`src/rtl/div_pkg.sv`:
```
// Shared types and constants for the divider scheduler: FSM states, operand width,
// default iteration count and the quotient reported on divide-by-zero.
package div_pkg;

   localparam int OP_W         = 4;
   localparam int ITER_DEFAULT = 4;

   typedef logic [OP_W-1:0] op_t;

   localparam op_t DZ_QUOT = 4'hF;

   typedef enum logic [1:0] {
      IDLE = 2'd0,
      LOAD = 2'd1,
      RUN  = 2'd2,
      DONE = 2'd3
   } state_e;

endpackage

```
`src/rtl/div_scheduler_if.sv`:
```
// Request, result and divider-core signals of the scheduler. The scheduler
// attaches through the slave modport; requesters, consumer and core through master.
interface div_scheduler_if;
   import div_pkg::*;

   logic in0_valid;
   logic in0_ready;
   op_t  in0_dividend;
   op_t  in0_divisor;
   logic in1_valid;
   logic in1_ready;
   op_t  in1_dividend;
   op_t  in1_divisor;
   logic out_valid;
   logic out_ready;
   op_t  out_quotient;
   op_t  out_remainder;
   logic out_id;
   logic out_dz;
   logic div_load;
   op_t  div_dividend;
   op_t  div_divisor;
   op_t  div_quotient;
   op_t  div_remainder;
   logic busy;

   modport slave (
      input  in0_valid, in0_dividend, in0_divisor,
      input  in1_valid, in1_dividend, in1_divisor,
      input  out_ready, div_quotient, div_remainder,
      output in0_ready, in1_ready,
      output out_valid, out_quotient, out_remainder, out_id, out_dz,
      output div_load, div_dividend, div_divisor, busy
   );

   modport master (
      output in0_valid, in0_dividend, in0_divisor,
      output in1_valid, in1_dividend, in1_divisor,
      output out_ready, div_quotient, div_remainder,
      input  in0_ready, in1_ready,
      input  out_valid, out_quotient, out_remainder, out_id, out_dz,
      input  div_load, div_dividend, div_divisor, busy
   );

endinterface

```
`src/rtl/rr_arb2.sv`:
```
// Two-way round-robin grant: a lone requester always wins, a tie is broken
// by ptr_i (the requester index currently favoured).
module rr_arb2 (
   input  logic [1:0] req_i,
   input  logic       ptr_i,
   output logic [1:0] gnt_o,
   output logic       gnt_id_o
);

   logic any_req;

   assign any_req  = |req_i;
   assign gnt_id_o = (req_i[0] && req_i[1]) ? ptr_i : req_i[1];

   for (genvar gi = 0; gi < 2; gi++) begin : g_gnt
      assign gnt_o[gi] = any_req && (gnt_id_o == 1'(gi));
   end

endmodule

```
`src/rtl/div_scheduler.sv`:
```
// Shares one external restoring divider between two requesters: arbitrates,
// loads the core, waits ITER+1 cycles and holds the result until consumed.
module div_scheduler
   import div_pkg::*;
#(
   parameter int ITER = ITER_DEFAULT
) (
   input  logic            clk,
   input  logic            rst,
   div_scheduler_if.slave  bus
);

   localparam int CNT_W = (ITER > 0) ? $clog2(ITER + 1) : 1;
   localparam logic [CNT_W-1:0] CNT_LAST = CNT_W'(ITER);

   state_e           state_q;
   logic             ptr_q;
   logic [CNT_W-1:0] cnt_q;
   logic             id_q;
   logic             out_valid_q;
   op_t              out_quotient_q;
   op_t              out_remainder_q;
   logic             out_id_q;
   logic             out_dz_q;
   logic             div_load_q;
   op_t              div_dividend_q;
   op_t              div_divisor_q;

   logic [1:0] req;
   logic [1:0] gnt;
   logic       gnt_id;
   logic       accept;
   op_t        acc_dividend;
   op_t        acc_divisor;

   assign req = {bus.in1_valid, bus.in0_valid};

   rr_arb2 u_arb (
      .req_i    (req),
      .ptr_i    (ptr_q),
      .gnt_o    (gnt),
      .gnt_id_o (gnt_id)
   );

   // Readies exist only in IDLE, so nothing can be accepted while a result is held.
   assign bus.in0_ready = (state_q == IDLE) && gnt[0];
   assign bus.in1_ready = (state_q == IDLE) && gnt[1];
   assign accept        = (state_q == IDLE) && (|req);
   assign acc_dividend  = gnt_id ? bus.in1_dividend : bus.in0_dividend;
   assign acc_divisor   = gnt_id ? bus.in1_divisor  : bus.in0_divisor;

   always_ff @(posedge clk or posedge rst) begin
      if (rst) begin
         state_q         <= IDLE;
         ptr_q           <= 1'b0;
         cnt_q           <= '0;
         id_q            <= 1'b0;
         out_valid_q     <= 1'b0;
         out_quotient_q  <= '0;
         out_remainder_q <= '0;
         out_id_q        <= 1'b0;
         out_dz_q        <= 1'b0;
         div_load_q      <= 1'b0;
         div_dividend_q  <= '0;
         div_divisor_q   <= '0;
      end else begin
         div_load_q <= 1'b0;
         case (state_q)
            IDLE: begin
               if (accept) begin
                  ptr_q <= ~gnt_id;
                  id_q  <= gnt_id;
                  if (acc_divisor == '0) begin
                     out_valid_q     <= 1'b1;
                     out_dz_q        <= 1'b1;
                     out_quotient_q  <= DZ_QUOT;
                     out_remainder_q <= acc_dividend;
                     out_id_q        <= gnt_id;
                     state_q         <= DONE;
                  end else begin
                     div_dividend_q <= acc_dividend;
                     div_divisor_q  <= acc_divisor;
                     div_load_q     <= 1'b1;
                     state_q        <= LOAD;
                  end
               end
            end
            LOAD: begin
               cnt_q   <= '0;
               state_q <= RUN;
            end
            RUN: begin
               if (cnt_q == CNT_LAST) begin
                  out_valid_q     <= 1'b1;
                  out_dz_q        <= 1'b0;
                  out_quotient_q  <= bus.div_quotient;
                  out_remainder_q <= bus.div_remainder;
                  out_id_q        <= id_q;
                  state_q         <= DONE;
               end else begin
                  cnt_q <= cnt_q + 1'b1;
               end
            end
            DONE: begin
               if (bus.out_ready) begin
                  out_valid_q <= 1'b0;
                  state_q     <= IDLE;
               end
            end
            default: state_q <= IDLE;
         endcase
      end
   end

   assign bus.out_valid     = out_valid_q;
   assign bus.out_quotient  = out_quotient_q;
   assign bus.out_remainder = out_remainder_q;
   assign bus.out_id        = out_id_q;
   assign bus.out_dz        = out_dz_q;
   assign bus.div_load      = div_load_q;
   assign bus.div_dividend  = div_dividend_q;
   assign bus.div_divisor   = div_divisor_q;
   assign bus.busy          = (state_q != IDLE);

endmodule

```
`src/flat_wrapper.sv`:
```
// flat-port wrapper written by rule: the top's interface ports become plain ports
module div_scheduler_flat import div_pkg::*;
#(
   parameter int ITER = ITER_DEFAULT
)
  (clk, rst, bus_in0_valid, bus_in0_dividend, bus_in0_divisor, bus_in1_valid, bus_in1_dividend, bus_in1_divisor, bus_out_ready, bus_div_quotient, bus_div_remainder, bus_in0_ready, bus_in1_ready, bus_out_valid, bus_out_quotient, bus_out_remainder, bus_out_id, bus_out_dz, bus_div_load, bus_div_dividend, bus_div_divisor, bus_busy);
  div_scheduler_if bus_i ();
  input  logic clk;
  input  logic rst;
  input wire logic [$bits(bus_i.in0_valid)-1:0] bus_in0_valid;
  input wire logic [$bits(bus_i.in0_dividend)-1:0] bus_in0_dividend;
  input wire logic [$bits(bus_i.in0_divisor)-1:0] bus_in0_divisor;
  input wire logic [$bits(bus_i.in1_valid)-1:0] bus_in1_valid;
  input wire logic [$bits(bus_i.in1_dividend)-1:0] bus_in1_dividend;
  input wire logic [$bits(bus_i.in1_divisor)-1:0] bus_in1_divisor;
  input wire logic [$bits(bus_i.out_ready)-1:0] bus_out_ready;
  input wire logic [$bits(bus_i.div_quotient)-1:0] bus_div_quotient;
  input wire logic [$bits(bus_i.div_remainder)-1:0] bus_div_remainder;
  output wire logic [$bits(bus_i.in0_ready)-1:0] bus_in0_ready;
  output wire logic [$bits(bus_i.in1_ready)-1:0] bus_in1_ready;
  output wire logic [$bits(bus_i.out_valid)-1:0] bus_out_valid;
  output wire logic [$bits(bus_i.out_quotient)-1:0] bus_out_quotient;
  output wire logic [$bits(bus_i.out_remainder)-1:0] bus_out_remainder;
  output wire logic [$bits(bus_i.out_id)-1:0] bus_out_id;
  output wire logic [$bits(bus_i.out_dz)-1:0] bus_out_dz;
  output wire logic [$bits(bus_i.div_load)-1:0] bus_div_load;
  output wire logic [$bits(bus_i.div_dividend)-1:0] bus_div_dividend;
  output wire logic [$bits(bus_i.div_divisor)-1:0] bus_div_divisor;
  output wire logic [$bits(bus_i.busy)-1:0] bus_busy;
  assign bus_i.in0_valid = bus_in0_valid;
  assign bus_i.in0_dividend = bus_in0_dividend;
  assign bus_i.in0_divisor = bus_in0_divisor;
  assign bus_i.in1_valid = bus_in1_valid;
  assign bus_i.in1_dividend = bus_in1_dividend;
  assign bus_i.in1_divisor = bus_in1_divisor;
  assign bus_i.out_ready = bus_out_ready;
  assign bus_i.div_quotient = bus_div_quotient;
  assign bus_i.div_remainder = bus_div_remainder;
  assign bus_in0_ready = bus_i.in0_ready;
  assign bus_in1_ready = bus_i.in1_ready;
  assign bus_out_valid = bus_i.out_valid;
  assign bus_out_quotient = bus_i.out_quotient;
  assign bus_out_remainder = bus_i.out_remainder;
  assign bus_out_id = bus_i.out_id;
  assign bus_out_dz = bus_i.out_dz;
  assign bus_div_load = bus_i.div_load;
  assign bus_div_dividend = bus_i.div_dividend;
  assign bus_div_divisor = bus_i.div_divisor;
  assign bus_busy = bus_i.busy;
  div_scheduler #(.ITER(ITER)) u_core (.clk(clk), .rst(rst), .bus(bus_i));
endmodule
```
`config.mk`:
```
export PLATFORM = sky130hd
export DESIGN_NAME = div_scheduler_flat
export DESIGN_NICKNAME = d
export VERILOG_FILES = /design/src/rtl/div_pkg.sv /design/src/rtl/div_scheduler_if.sv /design/src/rtl/rr_arb2.sv /design/src/rtl/div_scheduler.sv /design/src/flat_wrapper.sv
export SDC_FILE = /design/constraint.sdc
export NUM_CORES = 1
export LEC_CHECK = 0
export BUFFER_PORTS_ARGS = -buffer_cell sky130_fd_sc_hd__buf_2
export CAP_MARGIN = 20
export CORE_ASPECT_RATIO = 1.75
export CORE_UTILIZATION = 50
export CTS_BUF_LIST = sky130_fd_sc_hd__clkbuf_2 sky130_fd_sc_hd__clkbuf_4 sky130_fd_sc_hd__clkbuf_8
export DETAILED_ROUTE_END_ITERATION = 8
export HOLD_SLACK_MARGIN = 0.03
export PLACE_DENSITY = 0.85
export SKIP_CTS_REPAIR_TIMING = 1
export SYNTH_ARGS = -nofsm -noshare
export SYNTH_HDL_FRONTEND = slang
export SYNTH_SLANG_ARGS = --single-unit
```
`constraint.sdc`:
```
create_clock -name clk -period 3.9 [get_ports clk]
set_clock_uncertainty 0.15 [all_clocks]
set_input_delay 0.195 -clock clk [delete_from_list [all_inputs] [get_ports clk]]
set_output_delay 0.195 -clock clk [all_outputs]
set_load 0.03 [all_outputs]
```
==> results.yml, run 1 <==
finish:
  drive_gt1_share_pct: 36.92
  multi_input_comb_area_um2: 864.6
  area_growth_syn_to_layout_pct: 22.60
  regArea_um2: 675.6
  fillCellCount: 252
  n_antenna_cell: 0
  nets: 250
  stdcell_area_um2: 2029
die:
  die_width_um: 45.50
  dieArea_um2: 3554
  core_area_um2: 3142
  initial_core_util_pct: 52.69
  die_y_um: 78.12
  design.portCount: 52
  row_count: 27
cts:
  cts.sinks: 27
  cts_buffers: 3
  htreeDepth: 1
  clock_latency_ns: 0.27
  cts_tree: "built"
  clockRootBuffer: "clkbuf_8"
  clockBufferDepth: 2
  clkTransAtPathRegs_ns: 0.10
sta:
  maxSlewHeadroom_pct: 61.94
  tightest_slew_ns: 0.5709
  fmax_ghz: 0.3950
  finalSetupTns_ns: 0
  rsz0062_at_grt: "no"
  fin_crit_sh_pct: 64.92
  finalSetupViolations: 0
  slew_violations: 0
  min_period_ns: 2.532
  hold_viol_final: 0
  setup_slack_ns: 1.368
placement:
  place.port_buffers: 51
  dpl.hpwl_um: 2872
  dpl_cell_area_um2: 1906
  pre_cts_slack_ns: 1.374
  place_congestion: 0.7580
global_routing:
  grt_pass1_wl_um: 6072
  grt_pass1_vias: 1422
  antenna_found_initial: 0
  track_usage_pct: 22.79
  grt-ovfl-total: 0
  grt_max_degree: 28
detailed_routing:
  wirelength_um: 3862
  first_pass_iters: 4
  initialDrtViolationCount: 48
  via_count: 1445
  drc: 0
  viasPerCell: 5.623
  antenna_left: 0
  wl_per_cell_um: 15.03
logic_synthesis:
  synth-seq-cells: 27
  syn-cell-area_um2: 1655
  synthFlopType: "dfrtp_1"
  async_flop_share_pct: 100.0
  synth_cell_type_count: 37
  synth_edf_count: 0
  synth_cells: 166
  yosysMostFrequentCell: "dfrtp_1"
  syn_nets: 201
  synth_top_cell_area_share_pct: 40.82
  ys_seq_area_share_pct: 40.82
  yosysWarnings: 0
  avgSynthCellArea_um2: 9.972
  synth_area_leaders: "dfrtp_1 41%, mux2_2 11%, ha_1 4.5%"
  synth_top_area_cell: "dfrtp_1"
  ys_top_cells_by_count: "27 x dfrtp_1, 16 x mux2_2, 15 x inv_1, 9 x clkbuf_1"
setup_path:
  end_kind: "register"
  worstPathMaxFanout: 20
  startpoint_type: "register"
  arrival_ns: 2.57
  crit_type: "reg2reg"
  crit_required_ns: 3.94
power_and_ir_drop:
  total_power_mw: 1.672
  cellPowerDensity_nw_per_um2: 824.0
  irDropWorstVdd_mv: 0.5559
  p_leak_nw: 0.9341
run:
  drv_cap: 0
hold_path:
  holdCritPathClass: "in2reg"
status:
  outcome: "complete, no violations"
==> cells by family after synthesis <==
logic type                 count (synthesis)  synth area share [%]
adders and majority gates                  6                 4.535
buffers and inverters                     28                 6.953
and+or+nand+nor                           38                 13.53
AOI/OAI and AO/OA                         50                 22.68
muxes                                     17                 11.49
DFF                                       27                 40.82
==> cells in the final DEF, fill, tap and decap left out, types with 5 or more instances in the layout <==
cell / n
nor2_1: 8
o31ai_1: 5
ha_1: 6
nand2_1: 5
buf_2: 51
nand2b_1: 7
inv_1: 15
dfrtp_1: 27
a31oi_1: 8
a41oi_1: 6
mux2_2: 16
o21ai_0: 7
dlygate4sd3_1: 5
a21oi_1: 5
==> critical path, stage by stage, from the launching register on <==
cell,delay [ns]
dfrtp_1,0.44
inv_1,0.09
ha_1,0.52
or3b_2,0.61
nand3_1,0.45
a32oi_1,0.10
o31ai_1,0.09
==> power breakdown <==
part | switching (mW) | internal, mW
Clock | 0.0926 | 0.0718
Combinational | 0.622 | 0.380
Sequential | 0.0906 | 0.415
Total | 0.806 | 0.867
==> worst paths after layout <==
kind,from,slack (ns),depth (start not counted),to
setup / recovery,u_core.state_q[1]$_DFFE_PP0P_,1.37,6,u_core.bus.out_remainder[0]$_DFFE_PP0P_
hold / removal,bus_in1_valid,0.06,2,u_core.ptr_q$_DFFE_PP0P_
setup reg to reg,u_core.state_q[1]$_DFFE_PP0P_,1.37,6,u_core.bus.out_remainder[0]$_DFFE_PP0P_
hold reg to reg,u_core.id_q$_DFFE_PP0P_,0.36,2,u_core.id_q$_DFFE_PP0P_
max in group asynchronous,rst,2.97,4,u_core.bus.out_quotient[1]$_DFFE_PP0P_
min in group asynchronous,rst,0.24,3,u_core.cnt_q[1]$_DFFE_PP0P_
==> registers in the layout, indices dropped and copies added, names as in the netlist <==
signal	flops
u_core.state_q	2
u_core.ptr_q	1
u_core.bus.out_dz	1
u_core.bus.div_load	1
u_core.bus.out_remainder	4
u_core.bus.out_valid	1
u_core.bus.out_quotient	4
u_core.bus.div_dividend	4
u_core.bus.div_divisor	4
u_core.bus.out_id	1
u_core.cnt_q	3
u_core.id_q	1
==> final cells by class <==
type | instances | area share, %
tap | 43 | 2.651
clock inverter | 1 | 0.2466
timing repair buffer | 57 | 16.40
clock buffer | 3 | 2.035
inverter | 15 | 2.774
multi-input combinational | 111 | 42.60
sequential | 27 | 33.29
==> through the flow <==
stage,instances,hold WS (ns),utilization (%)
3_5_place_dp,247,0.2874,60.65
4_1_cts,251,-0.002075,62.13
5_1_grt,257,0.06996,64.60
6_report,257,0.05610,64.60
2_1_floorplan,166,0.09772,-
3_3_place_gp,247,0.2819,60.65
==> layer usage <==
metal | vias to the layer above | part of all wire, % | wire, um | global-route usage, %
met1 | 681 | 39 | 1504 | 24.93
met3 | 4 | 3.7 | 144 | 1.839
met5 | - | 0 | 0 | 0
li1 | 708 | - | - | -
met2 | 52 | 56 | 2170 | 42.43
met4 | 0 | 1.1 | 42 | 8.182
No activity file was read; power rests on OpenSTA's default activity.
==> run 2: changes to the inputs <==
clock period = 2.4 ns   (was 3.9 ns; I/O delays follow)
==> run 2 against run 1 <==
Against the previous run:
- highest routed layer unchanged
- core utilization is 0.32 points higher
- sequential cell count stayed put
- combinational power is 67% higher
- sequential power increased by 63%
- die area unchanged
- critical endpoint is now u_core.bus.out_quotient[0]$_DFFE_PP0P_
- hold slack lost 0.021 ns
- clock power is 60% higher
- critical path depth stayed put
- sequential share of layout area is 0.16 points lower
- maximum frequency up 20%
- setup slack lost 1.1 ns
==> results.yml, run 2 (synthesis results as in run 1) <==
placement:
  pre_cts_slack_ns: 0.1195
  dpl.hpwl_um: 2870
  place.port_buffers: 51
  placed_cells: 250
  dpl_cell_area_um2: 1928
  place_congestion: 0.7795
finish:
  final_common_cell: "buf_2"
  nets: 253
  stdcell_area_um2: 2039
  mostFrequentLayoutCells: "51 x buf_2, 27 x dfrtp_1, 16 x mux2_2"
  fin_cells: 260
  finish.utilization_pct: 64.91
  regArea_um2: 675.6
  multi_input_comb_area_um2: 869.6
  fillCellCount: 274
  drive_gt1_share_pct: 37.79
  n_antenna_cell: 0
  area_growth_syn_to_layout_pct: 23.21
cts:
  clockBufferDepth: 2
  cts_buffers: 3
  htreeDepth: 1
  clock_latency_ns: 0.27
  cts.sinks: 27
  clkTransAtPathRegs_ns: 0.09
  clockRootBuffer: "clkbuf_8"
  cts_tree: "built"
sta:
  slew_violations: 0
  tightest_slew_ns: 0.4805
  fin_hold_ws_ns: 0.03509
  finalSetupViolations: 0
  setup_slack_ns: 0.2934
  hold_viol_final: 0
  fmax_ghz: 0.4747
  rsz0062_at_grt: "no"
  min_period_ns: 2.107
  fin_crit_sh_pct: 87.78
  finalSetupTns_ns: 0
  maxSlewHeadroom_pct: 67.96
global_routing:
  grt_pass1_vias: 1457
  track_usage_pct: 23.60
  grt_pass1_wl_um: 6292
  grt-ovfl-total: 0
  antenna_found_initial: 0
  grt_max_degree: 28
power_and_ir_drop:
  irDropWorstVdd_mv: 0.7479
  total_power_mw: 2.758
  intPower_mw: 1.429
  seqPwrFrac_pct: 29.8
  power_frac_clock_pct: 9.5
  p_leak_nw: 0.9432
  p_sw_share_pct: 48.20
  cellPowerDensity_nw_per_um2: 1352
  p_switching_mw: 1.329
  combPwrFrac_pct: 60.7
setup_path:
  crit_required_ns: 2.41
  startpoint_type: "register"
  cpMaxStageDelayCell: "or3b_2"
  end_kind: "register"
  slowest_delay_ns: 0.58
  arrival_ns: 2.12
  path_cells: "inv_1, ha_1, or3b_2, a31oi_1, a41oi_1, o41a_1"
  worstPathMaxFanout: 9
  crit_type: "reg2reg"
detailed_routing:
  wl_per_cell_um: 15.23
  first_pass_iters: 4
  wirelength_um: 3959
  antenna_left: 0
  drc: 0
  via_count: 1464
  initialDrtViolationCount: 36
  viasPerCell: 5.631
die:
  die_width_um: 45.50
  dieArea_um2: 3554
  core_area_um2: 3142
  row_count: 27
  die_y_um: 78.12
  initial_core_util_pct: 52.69
  design.portCount: 52
run:
  drv_cap: 0
hold_path:
  holdCritPathClass: "in2reg"
status:
  outcome: "complete, no violations"
[run 2: changes by cell type in the layout (fill, tap and decap cells not counted), sizes merged]
cell / previous run / this run
dlygate4sd3: 5 / 6
buf: 52 / 54
[run 2: worst paths after layout]
kind / from / endpoint / slack [ns] / cells after the start
min in group asynchronous: rst / u_core.bus.out_valid$_DFFE_PP0P_ / 0.30 / 4
max in group asynchronous: rst / u_core.bus.out_quotient[0]$_DFFE_PP0P_ / 1.54 / 4
min: bus_in0_valid / u_core.ptr_q$_DFFE_PP0P_ / 0.04 / 3
max: u_core.state_q[0]$_DFFE_PP0P_ / u_core.bus.out_quotient[0]$_DFFE_PP0P_ / 0.29 / 6
max reg2reg: u_core.state_q[0]$_DFFE_PP0P_ / u_core.bus.out_quotient[0]$_DFFE_PP0P_ / 0.29 / 6
min reg2reg: u_core.bus.div_divisor[2]$_DFFE_PP0P_ / u_core.bus.div_divisor[2]$_DFFE_PP0P_ / 0.36 / 1
[run 2: final cells by class]
type	instances	share of cell area, %
multi-input combinational	111	42.64
sequential	27	33.13
timing repair buffer	60	16.56
inverter	15	2.761
tap	43	2.638
clock buffer	3	2.025
clock inverter	1	0.2454
[run 2: power groups by stage]
stage          Sequential (mW)  Combinational (mW)  Clock, mW
4_1_cts                  0.818                1.67      0.269
6_report                 0.822                1.67      0.262
3_5_place_dp             0.825                1.65          0
2_1_floorplan             1.12               0.955          0
5_1_grt                  0.844                1.82      0.283
3_3_place_gp             0.819                1.62          0
[run 2: worst max-delay path, delay by kind of cell (launching register included)]
kind	cells	cell delay, ns
simple gates	1	0.58
buf+inv	1	0.11
flops	1	0.42
fa+ha+maj	1	0.29
compound gates	3	0.44
[run 2: layer usage]
layer  wire length, um  track usage, %  vias to the layer above
met2              2202           42.29                       47
li1                  -               -                      713
met5                 0               0                        -
met4                84           9.697                        0
met3               134           2.989                       10
met1              1538           26.28                      694
